### src/rtl/ad_ddr_wr_sched.sv
// DDR write scheduler: drains a FIFO in fixed-length bursts into a ring buffer,
// alternating FIFO fetch and DDR beat so each beat's data is registered before issue.
module ad_ddr_wr_sched #(
  parameter int BURST_LEN = 16,
  parameter int ADDR_W    = 25,
  parameter int BUF_BASE  = 0,
  parameter int BUF_WORDS = 65536
) (
  input  logic              ddr_clk,
  input  logic              reset_syn,
  input  logic              enable,
  input  logic [9:0]        fifo_usedw,
  input  logic [31:0]       fifo_q,
  input  logic              full,
  output logic              rd_fifo_req,
  output logic              ddr_write,
  output logic [ADDR_W-1:0] ddr_addr,
  output logic [6:0]        ddr_burstcnt,
  output logic [31:0]       ddr_wdata,
  input  logic              ddr_waitreq,
  output logic              busy,
  output logic              wrap,
  output logic              overflow,
  output logic [31:0]       words_written
);

  typedef enum logic [1:0] {IDLE, FETCH, LOAD, WRITE} state_t;

  localparam logic [ADDR_W-1:0] BASE_ADDR = ADDR_W'(BUF_BASE);
  localparam logic [ADDR_W-1:0] LAST_ADDR = ADDR_W'(BUF_BASE + BUF_WORDS - BURST_LEN);
  localparam logic [ADDR_W-1:0] STEP      = ADDR_W'(BURST_LEN);
  localparam logic [6:0]        LAST_BEAT = 7'(BURST_LEN - 1);
  localparam logic [9:0]        THRESH    = 10'(BURST_LEN);

  state_t     state, state_nxt;
  logic [6:0] beat;
  logic       accept;
  logic       last_beat;

  assign ddr_burstcnt = 7'(BURST_LEN);
  assign accept       = ddr_write && !ddr_waitreq;
  assign last_beat    = (beat == LAST_BEAT);

  always_ff @(posedge ddr_clk) begin
    if (reset_syn) state <= IDLE;
    else           state <= state_nxt;
  end

  always_comb begin
    state_nxt = state;
    case (state)
      IDLE:  if (enable && fifo_usedw >= THRESH) state_nxt = FETCH;
      FETCH: state_nxt = LOAD;
      LOAD:  state_nxt = WRITE;
      WRITE: if (!ddr_waitreq) state_nxt = last_beat ? IDLE : LOAD;
      default: state_nxt = IDLE;
    endcase
  end

  // The read for beat n+1 is issued as beat n is accepted, so LOAD always sees fresh fifo_q.
  always_comb begin
    rd_fifo_req = 1'b0;
    ddr_write   = 1'b0;
    busy        = (state != IDLE);
    case (state)
      FETCH: rd_fifo_req = 1'b1;
      WRITE: begin
        ddr_write   = 1'b1;
        rd_fifo_req = !ddr_waitreq && !last_beat;
      end
      default: ;
    endcase
  end

  always_ff @(posedge ddr_clk) begin
    if (reset_syn) begin
      ddr_addr      <= BASE_ADDR;
      ddr_wdata     <= '0;
      beat          <= '0;
      words_written <= '0;
      wrap          <= 1'b0;
      overflow      <= 1'b0;
    end else begin
      wrap <= 1'b0;
      if (full) overflow <= 1'b1;
      if (state == LOAD) ddr_wdata <= fifo_q;
      if (accept) begin
        words_written <= words_written + 32'd1;
        if (last_beat) begin
          beat <= '0;
          if (ddr_addr == LAST_ADDR) begin
            ddr_addr <= BASE_ADDR;
            wrap     <= 1'b1;
          end else begin
            ddr_addr <= ddr_addr + STEP;
          end
        end else begin
          beat <= beat + 7'd1;
        end
      end
    end
  end

endmodule

### config.mk
export PLATFORM = sky130hd
export DESIGN_NAME = ad_ddr_wr_sched
export DESIGN_NICKNAME = d
export VERILOG_FILES = /design/src/rtl/ad_ddr_wr_sched.sv
export SDC_FILE = /design/constraint.sdc
export NUM_CORES = 1
export LEC_CHECK = 0
export CAP_MARGIN = 20
export CORE_MARGIN = 3
export CORE_UTILIZATION = 41
export DETAILED_ROUTE_END_ITERATION = 16
export PLACE_DENSITY = 0.8
export SLEW_MARGIN = 20
export SYNTH_ARGS = -nofsm -noshare
export SYNTH_HDL_FRONTEND = slang
export SYNTH_SLANG_ARGS = --single-unit
### constraint.sdc
create_clock -name ddr_clk -period 1.93 [get_ports ddr_clk]
set_clock_uncertainty 0.1 [all_clocks]
set_input_delay 0.386 -clock ddr_clk [delete_from_list [all_inputs] [get_ports ddr_clk]]
set_output_delay 0.386 -clock ddr_clk [all_outputs]
set_load 0.01 [all_outputs]
==> results.md <==
* Status: finished, violations left
* WL final at 11.1 mm
* Max VDD drop at 0.418 mV
* Port Buffer Count at 132
* #FFs+latches synth at 96
* Area delta synth->final at 45.7%
* Htree depth at 3
* Fill cell count at 878
* Endpoints failing setup at 1
* Io pins at 148
* Num CTS Buffers at 9
* Tmin final at 2010 ps
* Via density at 4.98
* Crit-path max FO at 2
* Synth Cell Area at 4180 um^2
* Later-pin clock latency in the skew report at 350 ps
* Clock slew seen by the registers of the worst setup and hold paths at 90 ps
* Most common cell after layout, fill and taps aside: clkdlybuf4s50_1
* Post-DP Area at 5830 um^2
* PwrDens at 599 nW/um^2
* Leading register cell type out of synthesis: dfxtp_1
* Final Worst Setup Slack at -77.0 ps
* Unrepaired setup endpoints after global routing: yes
* First-pass GRT wire length at 18.4 mm
* Final Hold Fails at 0
* Die area at 11400 um^2
* Seq/Total Area, Yosys at 46.0%
* Largest net degree at the start of global routing at 50
* Total gr overflow at 0
* Die H at 107 um
* Kind of critical path: reg2out
* Number of DRC markers in iteration 0 at 163
* HPWL Detailed at 8.21 mm
* Via count at 3940
* Drt drc at 0
* Std cell rows at 36
* Post-detailed-route count of antenna-violating nets at 0
* Netlist cell types at 41
* Failing checks: setup timing
* Tcrit/Tclk final at 104%
* Post-Syn Area per Cell at 8.42 um^2
* Syn Inst Count at 496
* Drt pass-1 iters at 4
* CTS Root Cell: clkbuf_8
* Worst Hold Class: in2reg
* Vias in the first global route at 3899
* ANT cells at 0
* Initial antenna violation count at 0
* Die W at 107 um
* CP required at 1440 ps
* Fmax at 0.498 GHz
* Synthesis Warnings at 0
* Routability Congestion at 0.824
* Max Slew Vio Count at 0
* CP Launch Type: register
* Core Box Area at 9820 um^2
* Number of max-cap violations at 0
* Layout cells sized above 1 at 14.3%
* Fin nets at 703
* TritonCTS clock tree: done
* Final instance area at 6080 um^2
* Clk sinks at 96
* Arrival @ worst endpoint at 1520 ps
* Commonest cells after routing, fill and taps aside: 125 x clkdlybuf4s50_1, 89 x nand2_1, 87 x dfxtp_1, 54 x nor2_1, 41 x a21oi_1
* Initial Util at 42.5%
* CP Capture Type: output port
* EDFF count, synth at 0
* Post-layout total power at 3640 uW
* GRT Util Overall at 19.5%
* CTS Hold Bufs at 0
* WL per Instance at 14.1 um
* Leak at 0.00229 uW
* Proportion of synthesized flip-flops having asynchronous set or reset at 0%
* CTS max path bufs at 2
cell families (layout without fill, tap and decap cells):
family                   count (synthesis)  count (layout)  synth area share, %
AND/OR/NAND/NOR                        248             248                 29.4
flip-flops                              96              96                 46.0
multiplexers                             1               1                0.240
AO/OA/AOI/OAI                           49              49                 6.62
XOR/XNOR                                52              52                 10.9
other                                    2              11                0.180
adder cells (fa/ha/maj)                  3               3                0.899
buffers and inverters                   45             198                 5.75
layer usage:
layer  up-vias  part of all wire, %  global-route usage (%)
met5         -                    0                       0
met2       102                   52                    34.9
li1       1961                    -                       -
met3        12                  4.3                    4.39
met1      1865                   43                    23.8
met4         0                  1.2                    4.84
worst paths after layout:
kind	startpoint	end	slack (ps)	depth (start not counted)
setup / recovery	beat[1]	rd_fifo_req	-80	6
setup reg to reg	beat[4]	ddr_addr[9]	120	6
hold reg to reg	ddr_wdata[23]	ddr_wdata[23]	360	2
hold / removal	reset_syn	ddr_addr[24]	260	2
layout make-up:
type,count,area [um^2],share of cell area (%)
well taps,133,166,2.73
inverters,9,33.8,0.555
clock inverters,6,51.3,0.843
repair buffers,173,1660,27.3
clock buffers,10,128,2.10
multi-input cells,364,2110,34.7
flip-flops and latches,96,1930,31.8
flip-flops by register name, summed over array words and instances, names as in the netlist:
name           flops
overflow           1
beat               7
words_written     32
wrap               1
ddr_wdata         32
ddr_addr          21
state              2
cells in the mapped netlist (3+ instances only):
cell	number	area share, %
nor3_1	8	0.96
dfxtp_1	96	46
and4_1	6	1.3
xor2_1	40	8.4
nand4_1	24	3.6
nand2_1	89	8.0
ha_1	3	0.90
buf_4	13	2.3
nor2_1	54	4.9
nor2_2	10	1.5
nand4b_1	3	0.63
nand3_1	18	2.2
a21oi_1	42	5.0
buf_2	5	0.60
and3_1	15	2.2
xnor2_1	12	2.5
clkbuf_1	13	1.2
inv_1	9	0.81
buf_1	4	0.36
nor4_1	4	0.60
what timing repair did:
action / in CTS / in global routing
setup buffers: 1 / 0
pin swaps: 1 / 4
setup endpoints to repair: 3 / 28
gates resized for setup: 8 / 20
where the power goes:
group	switching, uW	internal, uW	leakage, uW
logic	180	202	0.00142
clock network	726	491	0.0000931
registers	22.5	2020	0.000781
total	928	2710	0.00229
per-stage QoR:
step | TNS [ps] | cells | setup WS, ps | utilization (%) | hold slack (ps)
final | -77.0 | 791 | -77.0 | 62.0 | 256
after global routing | -170 | 791 | -167 | 62.0 | 255
after CTS | -131 | 791 | -131 | 61.3 | 247
after detailed placement | -13310 | 774 | -514 | 59.4 | 347
after global placement | -11160 | 774 | -462 | 59.4 | 342
after floorplan | 0 | 505 | 52.7 | - | 343
worst max-delay path: stages, from the launching register on:
cell     delay, ps
dfxtp_2        350
ha_4           160
and3_4         190
a21oi_4        150
inv_1           50
a21oi_1        110
buf_2          150
Power figures use the tool's default switching activity.
